===== config.mk =====
export PLATFORM = sky130hd
export DESIGN_NAME = maf_mc_sched
export DESIGN_NICKNAME = d
export VERILOG_FILES = /design/src/rtl/maf_mc_sched.sv
export SDC_FILE = /design/constraint.sdc
export NUM_CORES = 1
export LEC_CHECK = 0
export ABC_AREA = 1
export BUFFER_PORTS_ARGS = -buffer_cell sky130_fd_sc_hd__buf_2
export CORE_MARGIN = 2
export CORE_UTILIZATION = 55
export DETAILED_ROUTE_END_ITERATION = 8
export GPL_TIMING_DRIVEN = 0
export PLACE_DENSITY = 0.73
export SETUP_SLACK_MARGIN = 0.2
export SLEW_MARGIN = 20
export SYNTH_ARGS = -nofsm -noshare
export SYNTH_HDL_FRONTEND = slang
export SYNTH_SLANG_ARGS = --single-unit

===== constraint.sdc =====
create_clock -name clk -period 6.3 [get_ports clk]
set_clock_uncertainty 0.1 [all_clocks]
set_input_delay 1.26 -clock clk [delete_from_list [all_inputs] [get_ports clk]]
set_output_delay 1.26 -clock clk [all_outputs]
set_load 0.005 [all_outputs]

===== src/rtl/maf_mc_sched.sv =====
// maf_mc_sched: multi-channel moving-average scheduler.
// Up to NCH sample sources share one TAPS-tap moving-sum datapath through a
// round-robin arbiter. Each channel keeps a private history and running sum;
// the granted channel's updated sum is emitted one cycle after acceptance.
//
// Ports:
//   clk         rising-edge clock
//   reset       synchronous, active-high
//   req         per-channel sample request
//   din         packed 5-bit samples, channel i at [5i+4:5i]
//   clear       per-channel clear of history and sum
//   gnt         one-hot grant, combinational from req, clear and rr_ptr
//   dout_valid  one-cycle pulse per accepted sample (registered)
//   dout_ch     channel index of dout (registered)
//   dout        moving sum of that channel's last TAPS samples (registered)
module maf_mc_sched #(
  parameter int NCH  = 4,
  parameter int TAPS = 6,
  localparam int CW  = (NCH > 1) ? $clog2(NCH) : 1
) (
  input  logic             clk,
  input  logic             reset,
  input  logic [NCH-1:0]   req,
  input  logic [5*NCH-1:0] din,
  input  logic [NCH-1:0]   clear,
  output logic [NCH-1:0]   gnt,
  output logic             dout_valid,
  output logic [CW-1:0]    dout_ch,
  output logic [7:0]       dout
);

  logic [CW-1:0] rr_ptr_q, rr_ptr_d;
  logic [4:0]    h_q [NCH][TAPS];
  logic [4:0]    h_d [NCH][TAPS];
  logic [7:0]    s_q [NCH];
  logic [7:0]    s_d [NCH];
  logic          dout_valid_q, dout_valid_d;
  logic [CW-1:0] dout_ch_q, dout_ch_d;
  logic [7:0]    dout_q, dout_d;

  logic [NCH-1:0] elig;
  logic [CW-1:0]  cand;
  logic [CW-1:0]  gnt_idx;
  logic           acc;
  logic [4:0]     x;
  logic [7:0]     new_sum;

  // Round-robin search starting just after the last granted channel.
  // A channel being cleared is not eligible, so its request stays pending.
  always_comb begin
    elig    = req & ~clear;
    gnt     = '0;
    gnt_idx = '0;
    acc     = 1'b0;
    cand    = '0;
    for (int k = 1; k <= NCH; k++) begin
      cand = CW'((int'(rr_ptr_q) + k) % NCH);
      if (!acc && elig[cand]) begin
        acc          = 1'b1;
        gnt[cand]    = 1'b1;
        gnt_idx      = cand;
      end
    end
  end

  always_comb begin
    rr_ptr_d     = rr_ptr_q;
    h_d          = h_q;
    s_d          = s_q;
    dout_valid_d = 1'b0;
    dout_ch_d    = dout_ch_q;
    dout_d       = dout_q;
    x            = din[5*gnt_idx +: 5];
    // Modulo-256 arithmetic is safe: the true sum never exceeds 31*TAPS.
    new_sum      = s_q[gnt_idx] + {3'b000, x} - {3'b000, h_q[gnt_idx][TAPS-1]};

    for (int i = 0; i < NCH; i++) begin
      if (clear[i]) begin
        s_d[i] = '0;
        for (int k = 0; k < TAPS; k++) h_d[i][k] = '0;
      end
    end

    // The granted channel is never one being cleared, so no conflict here.
    if (acc) begin
      for (int k = TAPS-1; k > 0; k--) h_d[gnt_idx][k] = h_q[gnt_idx][k-1];
      h_d[gnt_idx][0] = x;
      s_d[gnt_idx]    = new_sum;
      rr_ptr_d        = gnt_idx;
      dout_valid_d    = 1'b1;
      dout_ch_d       = gnt_idx;
      dout_d          = new_sum;
    end
  end

  always_ff @(posedge clk) begin
    if (reset) begin
      rr_ptr_q     <= CW'(NCH-1);
      dout_valid_q <= 1'b0;
      dout_ch_q    <= '0;
      dout_q       <= '0;
      for (int i = 0; i < NCH; i++) begin
        s_q[i] <= '0;
        for (int k = 0; k < TAPS; k++) h_q[i][k] <= '0;
      end
    end else begin
      rr_ptr_q     <= rr_ptr_d;
      dout_valid_q <= dout_valid_d;
      dout_ch_q    <= dout_ch_d;
      dout_q       <= dout_d;
      s_q          <= s_d;
      h_q          <= h_d;
    end
  end

  assign dout_valid = dout_valid_q;
  assign dout_ch    = dout_ch_q;
  assign dout       = dout_q;

endmodule


==> run summary <==
FINISH
----------------------------------------------------------------------------------------------------
Area Overhead vs Synth                                                                         12.5%
Final Non-Filler Cells                                                                         1,285
Antenna diode count                                                                                0
Fillers                                                                                        1,248
Util after Layout                                                                              0.632
Share of post-route cells with drive strength above 1                                          0.124
Total number of nets in the final design                                                       1,148

CRITICAL PATH
----------------------------------------------------------------------------------------------------
Master of the slowest instance on the critical path                                     sky130_fd_sc_hd__fa_1
Startpoint kind of the worst setup timing path                                             input pin
Top delay family on crit path                                                           compound AO/OA/AOI/OAI gates
Reg-to-reg critical path startpoint                                                     rr_ptr_q[0]$_SDFFE_PP1N_
CP cell instances                                                                       buf_2 -> inv_1 -> nand3_1 -> nand3_1 -> nand2_1 -> nand3_2 -> nor2_4 -> o21ai_4 -> nor2_2 -> buf_4 -> buf_6 -> a22oi_1 -> o211ai_1 -> fa_1 -> inv_1 -> fa_1 -> a31oi_1 -> nor2_1 -> o21ai_0 -> nand2_1 -> xor2_1 -> inv_1 -> a211oi_1
CP peak stage delay                                                                           550 ps
Capturing element type of the critical path                                                 register
Crit path from                                                                              clear[0]
Number of cells traversed by the worst register-to-register path                                  23
Required time at the worst-slack endpoint                                                    6550 ps
Worst setup path class                                                                  input pin to register
Maximum fanout along the worst path                                                               10
Buffers plus inverters on the worst setup path                                                     6
Crit-path most repeated cell                                                            sky130_fd_sc_hd__inv_1
Crit. path cell count                                                                             23
Arrival time of data at the critical path endpoint                                           5940 ps

TIMING
----------------------------------------------------------------------------------------------------
Final hold vios                                                                                    0
Final-report setup violation count                                                                 0
Setup TNS                                                                                       0 ps
Max Clock Freq                                                                             0.176 GHz
Count of pins over their slew limit                                                                0
Setup repair after global routing missed its margin                                               no
Final Hold Slack                                                                              358 ps
Period minus WS final                                                                        5690 ps
Worst-margin pin slew                                                                         794 ps
Post-route clock period utilization                                                            0.904
Worst slew margin relative to its limit                                                        0.471

SYNTHESIS
----------------------------------------------------------------------------------------------------
Ys Warns                                                                                           0
Top-area cell type share of the netlist area                                                   0.425
Synth Net Count                                                                                1,086
Flop and latch count out of synthesis                                                            165
Number of library cell types mapped by synthesis                                                  41
Share of synthesized area occupied by flip-flops and latches                                   0.425
Largest cells by area after synthesis                                                   sky130_fd_sc_hd__dfxtp_1 (43%), sky130_fd_sc_hd__a21oi_1 (11%), sky130_fd_sc_hd__nand3_1 (6.9%)
Primary FF master, synth                                                                sky130_fd_sc_hd__dfxtp_1
Per-instance average area after synthesis                                                   7.50 µm²
Gate Count Post-Synth                                                                          1,035
Yosys top cell by area                                                                  sky130_fd_sc_hd__dfxtp_1
Asr flop ratio synth                                                                               0
Post-synth EDFFs                                                                                   0
Post-synthesis instance area                                                             0.00776 mm²

ROUTE
----------------------------------------------------------------------------------------------------
Detailed Route Iter0 Violations                                                                  794
Per-cell routed wire length                                                                  19.3 µm
Total wirelength of the detailed-routed design                                               24.8 mm
Total via count after detailed routing                                                         7,698
ANT nets after route                                                                               0
Number of design rule violations left after detail routing                                         0
Drt via density                                                                                 5.99
TritonRoute pass-1 iters                                                                           6

PLACE
----------------------------------------------------------------------------------------------------
Half-perimeter wire length of the detailed placement result                                  17.9 mm
# port buffers                                                                                    43
DP Cell Count                                                                                  1,258
Global placement routability congestion                                                        0.948

CLOCK NETWORK
----------------------------------------------------------------------------------------------------
Clock Path Buffers                                                                                 2
H-tree level count                                                                                 4
Clock-pin slew reported for the worst setup and hold paths after clock tree synthesis          60 ps
Number of hold-repair buffers added at the cts stage                                               0
Clk sinks                                                                                        165
Setup bufs post-CTS                                                                                0
Source-to-sink clock delay at the later pin of the worst-skew pair                            430 ps
Clock tree from TritonCTS                                                                        yes
Clock root buffer master                                                                sky130_fd_sc_hd__clkbuf_16
Post-cts sizing count                                                                              0
TritonCTS Buffers                                                                                 17

HOLD PATH
----------------------------------------------------------------------------------------------------
Hold WC Path Type                                                                       register to register
Hold path depth                                                                                    2
Start point of the worst min-delay path                                                 dout[1]$_SDFFE_PP0N_

DIE
----------------------------------------------------------------------------------------------------
Standard-cell row count                                                                           43
I/O pin total                                                                                     45
Die outline width                                                                             123 µm
Overall die area                                                                          0.0151 mm²
Core region area                                                                          0.0138 mm²
Height of the die                                                                             123 µm
Starting Density                                                                               0.561

GRT
----------------------------------------------------------------------------------------------------
First-pass GRT wire length                                                                   37.5 mm
Vias in the first global route                                                                 6,797
Overflow left after global routing                                                                 0
Largest net degree at the start of global routing                                                 17
GRT Resource Usage Total                                                                       0.336
Antenna violations before repair                                                                   0

RUN
----------------------------------------------------------------------------------------------------
Maximum capacitance violations                                                                     0

STATUS
----------------------------------------------------------------------------------------------------
Status                                                                                  complete, no violations

worst reg2reg max path, cell delays in order, from the launching register on:
cell and delay (ps):
sky130_fd_sc_hd__dfxtp_1 570, sky130_fd_sc_hd__inv_2 210, sky130_fd_sc_hd__ha_1 380, sky130_fd_sc_hd__inv_1 120, sky130_fd_sc_hd__nand3_1 100, sky130_fd_sc_hd__nand2_2 120, sky130_fd_sc_hd__nand3_2 150, sky130_fd_sc_hd__nand3_1 210
sky130_fd_sc_hd__nand3_4 250, sky130_fd_sc_hd__nand2_4 210, sky130_fd_sc_hd__inv_4 90, sky130_fd_sc_hd__buf_2 200, sky130_fd_sc_hd__a22oi_1 300, sky130_fd_sc_hd__o211ai_1 220, sky130_fd_sc_hd__fa_1 550, sky130_fd_sc_hd__inv_1 80
sky130_fd_sc_hd__fa_1 410, sky130_fd_sc_hd__a31oi_1 270, sky130_fd_sc_hd__nor2_1 60, sky130_fd_sc_hd__o21ai_0 160, sky130_fd_sc_hd__nand2_1 90, sky130_fd_sc_hd__xor2_1 190, sky130_fd_sc_hd__inv_1 170, sky130_fd_sc_hd__a211oi_1 210
cell type report:
type / count / area (µm²) / area share
Multi-Input combinational cell: 699 / 3700 / 0.424
Clock buffer: 21 / 450 / 0.0516
Tap cell: 180 / 225 / 0.0258
Buffer: 71 / 374 / 0.0428
Inverter: 100 / 383 / 0.0438
Sequential cell: 165 / 3300 / 0.378
Clock inverter: 6 / 82.6 / 0.00945
Timing Repair Buffer: 43 / 215 / 0.0246
cell usage in the layout, fill, tap and decap left out, types with 2 or more instances in the layout:
master and instances:
sky130_fd_sc_hd__o21ai_1 14, sky130_fd_sc_hd__o221ai_1 4, sky130_fd_sc_hd__a41oi_1 4, sky130_fd_sc_hd__bufinv_16 2, sky130_fd_sc_hd__nand4_1 2, sky130_fd_sc_hd__buf_6 4, sky130_fd_sc_hd__dfxtp_1 165, sky130_fd_sc_hd__a211oi_1 7
sky130_fd_sc_hd__clkbuf_1 34, sky130_fd_sc_hd__nand2_4 2, sky130_fd_sc_hd__inv_1 92, sky130_fd_sc_hd__xor2_1 5, sky130_fd_sc_hd__nand3_1 107, sky130_fd_sc_hd__a31oi_1 8, sky130_fd_sc_hd__nand2_1 139, sky130_fd_sc_hd__nand2_2 5
sky130_fd_sc_hd__buf_4 16, sky130_fd_sc_hd__nand3_2 6, sky130_fd_sc_hd__o22ai_1 9, sky130_fd_sc_hd__o221ai_2 2, sky130_fd_sc_hd__nor3_1 23, sky130_fd_sc_hd__clkbuf_16 17, sky130_fd_sc_hd__o211ai_1 3, sky130_fd_sc_hd__inv_2 5
sky130_fd_sc_hd__nor2_4 3, sky130_fd_sc_hd__clkinv_2 3, sky130_fd_sc_hd__inv_4 3, sky130_fd_sc_hd__o21ai_0 43, sky130_fd_sc_hd__a22oi_1 5, sky130_fd_sc_hd__buf_1 6, sky130_fd_sc_hd__ha_1 16, sky130_fd_sc_hd__fa_1 5
sky130_fd_sc_hd__nor2_1 97, sky130_fd_sc_hd__buf_2 57, sky130_fd_sc_hd__a41oi_2 2, sky130_fd_sc_hd__a21oi_1 175, sky130_fd_sc_hd__o21a_1 4, sky130_fd_sc_hd__a211oi_2 3
logic make-up (layout without fill, tap and decap cells):
family                     Yosys count  count (layout)  share of synthesized area
buffers and inverters              171             241                     0.0975
AOI/OAI and AO/OA                  286             286                      0.209
DFF                                165             165                      0.425
xor gates and xnor gates             5               5                    0.00564
adders and majority gates           21              21                     0.0387
and+or+nand+nor                    387             387                      0.224
registers in the layout, summed over array words and instances (netlist names):
register / count
rr_ptr_q: 2
h_q: 120
dout: 8
dout_ch: 2
dout_valid: 1
s_q: 32
cells in the mapped netlist (6+ instances only):
cell type,n
sky130_fd_sc_hd__o21ai_1,14
sky130_fd_sc_hd__nand3_1,107
sky130_fd_sc_hd__buf_1,6
sky130_fd_sc_hd__a31oi_1,8
sky130_fd_sc_hd__inv_1,92
sky130_fd_sc_hd__o21ai_0,43
sky130_fd_sc_hd__nor3_1,23
sky130_fd_sc_hd__o22ai_1,9
sky130_fd_sc_hd__buf_4,16
sky130_fd_sc_hd__nand3_2,6
sky130_fd_sc_hd__nor2_1,97
sky130_fd_sc_hd__a21oi_1,175
sky130_fd_sc_hd__clkbuf_1,31
sky130_fd_sc_hd__ha_1,16
sky130_fd_sc_hd__nand2_1,139
sky130_fd_sc_hd__buf_2,14
sky130_fd_sc_hd__a211oi_1,7
sky130_fd_sc_hd__dfxtp_1,165
through the flow:
stage                     setup slack, ps  area [µm²]
after floorplan                      1390        7760
after global placement                278        8200
after detailed placement              250        8200
after CTS                             689        8740
after global routing                  379        8740
final                                 608        8740
worst paths after layout:
check | endpoint | slack [ps]
max reg2reg | s_q[6]$_SDFF_PP0_ | 790
min | dout[1]$_SDFFE_PP0N_ | 360
max | s_q[6]$_SDFF_PP0_ | 610
min reg2reg | dout[1]$_SDFFE_PP0N_ | 360
per-layer routing:
metal | up-vias | global-route usage | share of wire
met5 | - | 0 | 0
met4 | 0 | 0.180 | 0.050
met3 | 83 | 0.0534 | 0.093
met2 | 435 | 0.521 | 0.45
met1 | 3582 | 0.450 | 0.41
li1 | 3598 | - | -
Power is not shown: default switching activity piles up to over one toggle a cycle in this logic, so the estimate is an artifact.
